`config.mk`:
```
export PLATFORM = sky130hd
export DESIGN_NAME = tt_bin_clock_v2
export DESIGN_NICKNAME = d
export VERILOG_FILES = /design/src/rtl/tt_bin_clock_v2.sv
export SDC_FILE = /design/constraint.sdc
export NUM_CORES = 1
export LEC_CHECK = 0
export CAP_MARGIN = 10
export CORE_UTILIZATION = 30
export CTS_CLUSTER_DIAMETER = 100
export DETAILED_ROUTE_END_ITERATION = 6
export PLACE_DENSITY_LB_ADDON = 0.3
export SYNTH_ARGS = -nofsm -noshare
export SYNTH_HDL_FRONTEND = slang
export SYNTH_SLANG_ARGS = --single-unit
```
`constraint.sdc`:
```
create_clock -name clk_i -period 4.6 [get_ports clk_i]
set_input_delay 1.15 -clock clk_i [delete_from_list [all_inputs] [get_ports clk_i]]
set_output_delay 1.15 -clock clk_i [all_outputs]
set_load 0.005 [all_outputs]
```
`src/rtl/tt_bin_clock_v2.sv`:
```
// Binary hh:mm:ss clock with debounced-free synchronized set buttons and 12/24-hour display.
// Optional alarm (latch + compare) is built in when TT_BIN_CLOCK_ALARM_EN is defined.
module tt_bin_clock_v2 #(
  parameter int unsigned CLK_DIV = 10000000,
  parameter bit          FMT_24H = 1'b0
) (
  input  logic       clk_i,
  input  logic       rstn_i,
  input  logic [1:0] hour_id,
  input  logic [1:0] minute_id,
  input  logic       meridiem_id,
  input  logic       run_i,
`ifdef TT_BIN_CLOCK_ALARM_EN
  input  logic       alarm_set_i,
  input  logic       alarm_arm_i,
  output logic       alarm_o,
`endif
  output logic [4:0] hour_o,
  output logic [5:0] minute_o,
  output logic [5:0] second_o,
  output logic       meridiem_o,
  output logic       tick_o
);

  localparam int unsigned   PW     = (CLK_DIV > 1) ? $clog2(CLK_DIV) : 1;
  localparam logic [PW-1:0] PRE_TC = PW'(CLK_DIV - 1);
  localparam logic [4:0]    H_MIN  = FMT_24H ? 5'd0  : 5'd1;
  localparam logic [4:0]    H_MAX  = FMT_24H ? 5'd23 : 5'd12;
  localparam logic [4:0]    H_RST  = FMT_24H ? 5'd0  : 5'd12;

`ifdef TT_BIN_CLOCK_ALARM_EN
  localparam int NB = 6;
`else
  localparam int NB = 5;
`endif

  logic [NB-1:0] btn_raw;
  logic [NB-1:0] sync1_q, sync1_d, sync2_q, sync2_d, prev_q, prev_d, armed_q, armed_d;
  logic [NB-1:0] evt;
  logic [1:0]    fill_q, fill_d;

`ifdef TT_BIN_CLOCK_ALARM_EN
  assign btn_raw = {alarm_set_i, hour_id, minute_id, meridiem_id};
`else
  assign btn_raw = {hour_id, minute_id, meridiem_id};
`endif

  // A button must be seen released after reset before it can fire, so a
  // press held through reset never produces an event.
  always_comb begin
    sync1_d = btn_raw;
    sync2_d = sync1_q;
    prev_d  = sync2_q;
    fill_d  = (fill_q == 2'd2) ? fill_q : fill_q + 2'd1;
    armed_d = armed_q | ({NB{fill_q == 2'd2}} & ~sync2_q);
  end

  assign evt = sync2_q & ~prev_q & armed_q;

  always_ff @(posedge clk_i or negedge rstn_i) begin
    if (!rstn_i) begin
      sync1_q <= '0;
      sync2_q <= '0;
      prev_q  <= '0;
      armed_q <= '0;
      fill_q  <= '0;
    end else begin
      sync1_q <= sync1_d;
      sync2_q <= sync2_d;
      prev_q  <= prev_d;
      armed_q <= armed_d;
      fill_q  <= fill_d;
    end
  end

  logic          hr_inc, hr_dec, mn_inc, mn_dec, mer_ev, hr_ev, mn_ev, any_ev, tick;
  logic [PW-1:0] presc_q, presc_d;
  logic [5:0]    sec_q, sec_d, min_q, min_d;
  logic [4:0]    hour_q, hour_d, h_adj;
  logic          mer_q, mer_d;

  assign hr_inc = evt[4];
  assign hr_dec = evt[3];
  assign mn_inc = evt[2];
  assign mn_dec = evt[1];
  assign mer_ev = evt[0];
  assign hr_ev  = hr_inc ^ hr_dec;
  assign mn_ev  = mn_inc ^ mn_dec;
  assign any_ev = |evt[4:0];
  assign tick   = run_i && (presc_q == PRE_TC);

  always_comb begin
    presc_d = presc_q;
    sec_d   = sec_q;
    min_d   = min_q;
    hour_d  = hour_q;
    mer_d   = mer_q;
    h_adj   = hour_q;

    if (run_i) presc_d = tick ? '0 : presc_q + PW'(1);

    // Manual events win over a coincident tick; the tick still pulses.
    if (tick && !any_ev) begin
      if (sec_q == 6'd59) begin
        sec_d = 6'd0;
        if (min_q == 6'd59) begin
          min_d  = 6'd0;
          hour_d = (hour_q == H_MAX) ? H_MIN : hour_q + 5'd1;
          if (!FMT_24H && hour_q == 5'd11) mer_d = ~mer_q;
        end else begin
          min_d = min_q + 6'd1;
        end
      end else begin
        sec_d = sec_q + 6'd1;
      end
    end

    if (mn_ev) begin
      if (mn_inc) min_d = (min_q == 6'd59) ? 6'd0 : min_q + 6'd1;
      else        min_d = (min_q == 6'd0) ? 6'd59 : min_q - 6'd1;
      sec_d   = 6'd0;
      presc_d = '0;
    end

    if (hr_ev) begin
      if (hr_inc) h_adj = (hour_q == H_MAX) ? H_MIN : hour_q + 5'd1;
      else        h_adj = (hour_q == H_MIN) ? H_MAX : hour_q - 5'd1;
    end
    if (mer_ev) begin
      if (FMT_24H) h_adj = (h_adj >= 5'd12) ? h_adj - 5'd12 : h_adj + 5'd12;
      else         mer_d = ~mer_q;
    end
    if (hr_ev || mer_ev) hour_d = h_adj;
  end

  always_ff @(posedge clk_i or negedge rstn_i) begin
    if (!rstn_i) begin
      presc_q <= '0;
      sec_q   <= 6'd0;
      min_q   <= 6'd0;
      hour_q  <= H_RST;
      mer_q   <= 1'b0;
    end else begin
      presc_q <= presc_d;
      sec_q   <= sec_d;
      min_q   <= min_d;
      hour_q  <= hour_d;
      mer_q   <= mer_d;
    end
  end

  assign hour_o     = hour_q;
  assign minute_o   = min_q;
  assign second_o   = sec_q;
  assign meridiem_o = FMT_24H ? (hour_q >= 5'd12) : mer_q;
  assign tick_o     = tick;

`ifdef TT_BIN_CLOCK_ALARM_EN
  logic [4:0] al_hour_q, al_hour_d;
  logic [5:0] al_min_q, al_min_d;
  logic       al_mer_q, al_mer_d, arm1_q, arm1_d, arm2_q, arm2_d, alarm_q, alarm_d;

  always_comb begin
    al_hour_d = al_hour_q;
    al_min_d  = al_min_q;
    al_mer_d  = al_mer_q;
    if (evt[5]) begin
      al_hour_d = hour_q;
      al_min_d  = min_q;
      al_mer_d  = meridiem_o;
    end
    arm1_d  = alarm_arm_i;
    arm2_d  = arm1_q;
    alarm_d = arm2_q && (hour_q == al_hour_q) && (min_q == al_min_q) &&
              (meridiem_o == al_mer_q);
  end

  always_ff @(posedge clk_i or negedge rstn_i) begin
    if (!rstn_i) begin
      al_hour_q <= 5'd0;
      al_min_q  <= 6'd0;
      al_mer_q  <= 1'b0;
      arm1_q    <= 1'b0;
      arm2_q    <= 1'b0;
      alarm_q   <= 1'b0;
    end else begin
      al_hour_q <= al_hour_d;
      al_min_q  <= al_min_d;
      al_mer_q  <= al_mer_d;
      arm1_q    <= arm1_d;
      arm2_q    <= arm2_d;
      alarm_q   <= alarm_d;
    end
  end

  assign alarm_o = alarm_q;
`endif

endmodule

```
Word level (Yosys, flattened, before mapping)
Cells that the tools add are included.

storage, ports and cells
  bits in registers = 64
  input bits = 8
  logic and storage cells = 78

operators by class
  add/sub/neg operators = 7
  eq/ne operators = 8
  multiplexer cells = 25
  bitwise gates (word level) = 9
  reductions and logical operators = 19

operators by type and width
  cell                                                                    count
  24-bit 2-to-1 mux                                                       3
  6-bit 2-to-1 mux                                                        9
  5-bit 2-to-1 mux                                                        8
  24-bit by 1-bit adder with 24-bit output (second input constant)        1
  24-bit equality test (second input constant)                            1
  2-bit nonzero test                                                      10
  5-bit AND                                                               3
  6-bit by 1-bit adder with 6-bit output (second input constant)          2
  6-bit equality test (second input constant)                             2
  5-bit by 4-bit equality test with 1-bit output (second input constant)  2
  5-bit inverter                                                          2
  4-bit AND reduction                                                     2
  6-bit zero test                                                         1
  6-bit by 1-bit subtractor with 6-bit output (second input constant)     1
  5-bit by 1-bit adder with 5-bit output (second input constant)          1
  5-bit by 1-bit equality test with 1-bit output (second input constant)  1
  1-bit 2-to-1 mux                                                        5
  5-bit OR                                                                1
  5-bit OR reduction                                                      1
  5-bit by 1-bit subtractor with 5-bit output (second input constant)     1
  2-bit by 1-bit adder with 2-bit output (second input constant)          1
  2-bit equality test (second input constant)                             1
  1-bit logical AND                                                       2
  2-bit inequality test (second input constant)                           1
  other kinds (5)                                                         6

Logic depth before layout (Yosys ltp)
  depth in word-level cells = 8
  gate-level depth with buffers = 8

Worst setup path after synthesis
Ideal clock, no wire load.

  kind = input to output
  start point = input run_i
  end point = output tick_o
  arrival = 1600 ps
  required time = 3450 ps
  slack = 1850 ps
  cell stages on the path = 3
  path through = buf_2 > nand3_1 > nor2_4

between the ends
  cells in the longest elaborated chain, start to end = 1

RTL lines
  element            RTL line  RTL
  start, declared    12        input logic run_i,
  1-bit logical AND  90        assign tick = run_i && (presc_q == PRE_TC);
  end, declared      22        output logic tick_o

Every way passes these cells.

Worst setup path in the final report
Same ends and word-level chain as after synthesis.

==> results.py <==
metrics = {
    "worst_setup_path": {
        "crit_fanout": 8,
        "r2r-start": "prev_q[1]",
        "startpoint": "run_i",
        "endpoint_kind": "output pin",
        "crit_arrival_ns": 2.76,
        "worstSetupStartpointType": "input pin",
        "worstPathRequired_ns": 3.45,
        "critical_path_class": "input pin to output pin",
    },
    "floorplanning": {
        "dieArea_um2": 11600,
        "dieHeight_um": 108,
        "fp.coreArea_um2": 10900,
        "start_util_pct": 30.9,
        "io_pins": 27,
        "rows": 38,
        "die_x_um": 108,
    },
    "route": {
        "via_count": 2715,
        "via_per_inst": 5.22,
        "wl_per_cell_um": 13.9,
        "drc": 0,
        "ant_nets": 0,
        "drt_first_pass_iters": 4,
        "drt-total-wl_mm": 7.20,
        "drt_iter0_markers": 130,
    },
    "hold_path": {
        "hp-start": "sync1_q[3]",
        "hold_class": "flip-flop to flip-flop",
    },
    "clock_network": {
        "cts_resized": 0,
        "cts_tree": "built",
        "worstSkewPairLatency_ns": 0.34,
        "clk_pin_slew_worst_paths_ns": 0.07,
        "post-cts-setup-buffers": 0,
        "numCtsBuffers": 9,
        "ctsHtreeMaxLevel": 3,
        "cts-root-buf": "clkbuf_8",
        "cts_hold_buffers": 0,
        "cts.sinks": 64,
        "cts_buffer_depth": 2,
    },
    "logic_synthesis": {
        "synth_cell_types": 57,
        "synth-edff-count": 0,
        "synth_top_family_by_area": "simple AND/OR/NAND/NOR gates",
        "ys_warn_count": 0,
        "ys_seq_area_share_pct": 47.7,
        "postSynthCellCount": 350,
        "synth_adder_area_share_pct": 3.35,
        "synth.avg_cell_area_um2": 9.60,
        "synth_compound_area_share_pct": 18.3,
        "ys_ff_latch": 64,
        "synth_area_leaders": "dfrtp_1, o21ai_0, nor2_1",
        "syn_nets": 367,
        "synthSimpleGateAreaFrac_pct": 21.3,
        "synthFlopType": "dfrtp_1",
        "synth.most_common_cell": "dfrtp_1",
        "synth_common_cells": "dfrtp_1, nor2_1, nand2_1",
        "synth.area.mux_share_pct": 0.596,
        "synth_top_area_share_pct": 46.2,
        "synth_top_cell_by_area": "dfrtp_1",
        "postSynth.asyncResetShare_pct": 100,
        "yosys.area_share.xor_xnor_pct": 4.92,
        "syn_area_um2": 3360,
    },
    "pwr": {
        "vdd.ir_drop.worst_v": 0.000172,
        "powerDensity_nw_per_um2": 428,
        "leakage_nw": 1.66,
    },
    "placement": {
        "port_buffers": 26,
        "dp_hpwl_mm": 5.07,
        "post-place-ws_ns": 0.706,
        "place_congestion": 0.828,
    },
    "sta": {
        "period_needed_ns": 3.91,
        "worst_slew_pin_slew_ns": 1.02,
        "slew_viol_final": 0,
        "rsz0062_at_grt": "false",
        "setup_viol": 0,
        "clock.fmax_mhz": 256,
        "setup_ws_ns": 0.687,
        "slew-limit-headroom_pct": 31.8,
        "hold_viol_final": 0,
        "fin_crit_sh_pct": 85.1,
        "setup_tns_ns": 0,
        "fin_skew_ns": 0.0101,
        "hold_ws_ns": 0.344,
    },
    "global_route": {
        "grt_max_degree": 39,
        "grt_pass1_wl_mm": 12.4,
        "grt_util_all_layers_pct": 13.9,
        "grt_pass1_vias": 2589,
        "overflow": 0,
        "antenna_found_initial": 0,
    },
    "job": {
        "max_cap_viol_count": 0,
    },
    "final_layout": {
        "fin_util_pct": 36.5,
        "area_growth_pct": 18.3,
        "antennaDiodeCount": 0,
        "final_nets": 392,
        "drive_gt1_share_pct": 8.95,
    },
    "status": {
        "status": "complete, no violations",
    },
}
## worst max-delay path, cell delays in order
cell and delay [ns]:
clkdlybuf4s50_1 0.65, nand3_1 0.23, nor2_4 0.20, clkdlybuf4s50_1 0.53
## sequential cells by signal, indices dropped and copies added (netlist names)
register / cells
armed_q: 5
fill_q: 2
hour_o: 5
meridiem_o: 1
minute_o: 6
presc_q: 24
prev_d: 5
prev_q: 5
second_o: 6
sync1_q: 5
## layer usage
layer  part of all wire, %  wire [µm]  vias to the layer above  track usage [%]
li1                      -          -                     1321                -
met1                    49       3530                     1302             19.2
met2                    44       3150                       79             19.9
met3                   5.6        407                       13             4.12
met4                   1.6        114                        0             5.58
met5                     0          0                        -                0
## where the power goes
part	total, W	internal (W)	switching (W)
clock	0.000562	0.000350	0.000212
combinational	0.000407	0.000212	0.000195
sequential	0.000730	0.000631	0.0000996
total	0.00170	0.00119	0.000506
## path summary, 6_finish.rpt
check | end | slack [ns] | depth (start not counted)
setup / recovery | tick_o | 0.69 | 4
hold / removal | prev_d[3] | 0.34 | 0
setup reg to reg | minute_o[4] | 2.26 | 6
hold reg to reg | prev_d[3] | 0.34 | 0
max in group asynchronous | prev_d[1] | 2.85 | 2
min in group asynchronous | hour_o[4] | 0.83 | 1
## placed cells by master, fill, tap and decap left out, drive strengths merged, types with 3 or more instances in the layout
master and n:
nor2 34, xor2 13, a21oi 18, nand4 11, o21ai 32, nor4 7
or3 5, buf 4, ha 9, o31ai 5, and4 5, clkdlybuf4s50 25
a31oi 13, and3b 3, inv 15, clkbuf 14, a21o 10, nand3 14
xnor2 5, nand3b 6, nor3 5, nand2 27, dfrtp 62, and3 3
and2 3
## metrics by stage
step	power, W	std cells	area [µm²]
2_1_floorplan	0.000971	350	3360
3_3_place_gp	0.00114	504	3740
3_5_place_dp	0.00115	504	3740
4_1_cts	0.00172	520	3970
5_1_grt	0.00181	520	3970
6_report	0.00170	520	3970
## kinds of logic (layout without fill, tap and decap cells)
kind of cell             after synthesis  after routing
flip-flops                            64             64
XOR/XNOR                              18             18
AND/OR/NAND/NOR                      131            131
adder cells (fa/ha/maj)                9              9
multiplexers                           2              2
buffers and inverters                 30             60
AO/OA/AOI/OAI                         96             96
## layout make-up
type,instances,area (µm²)
Clock buffer,14,173
Clock inverter,2,60.1
Fill cell,1081,6910
Inverter,15,56.3
Multi-Input combinational cell,256,1630
Sequential cell,64,1600
Tap cell,140,175
Timing Repair Buffer,29,278
Power figures use the tool's default switching activity.
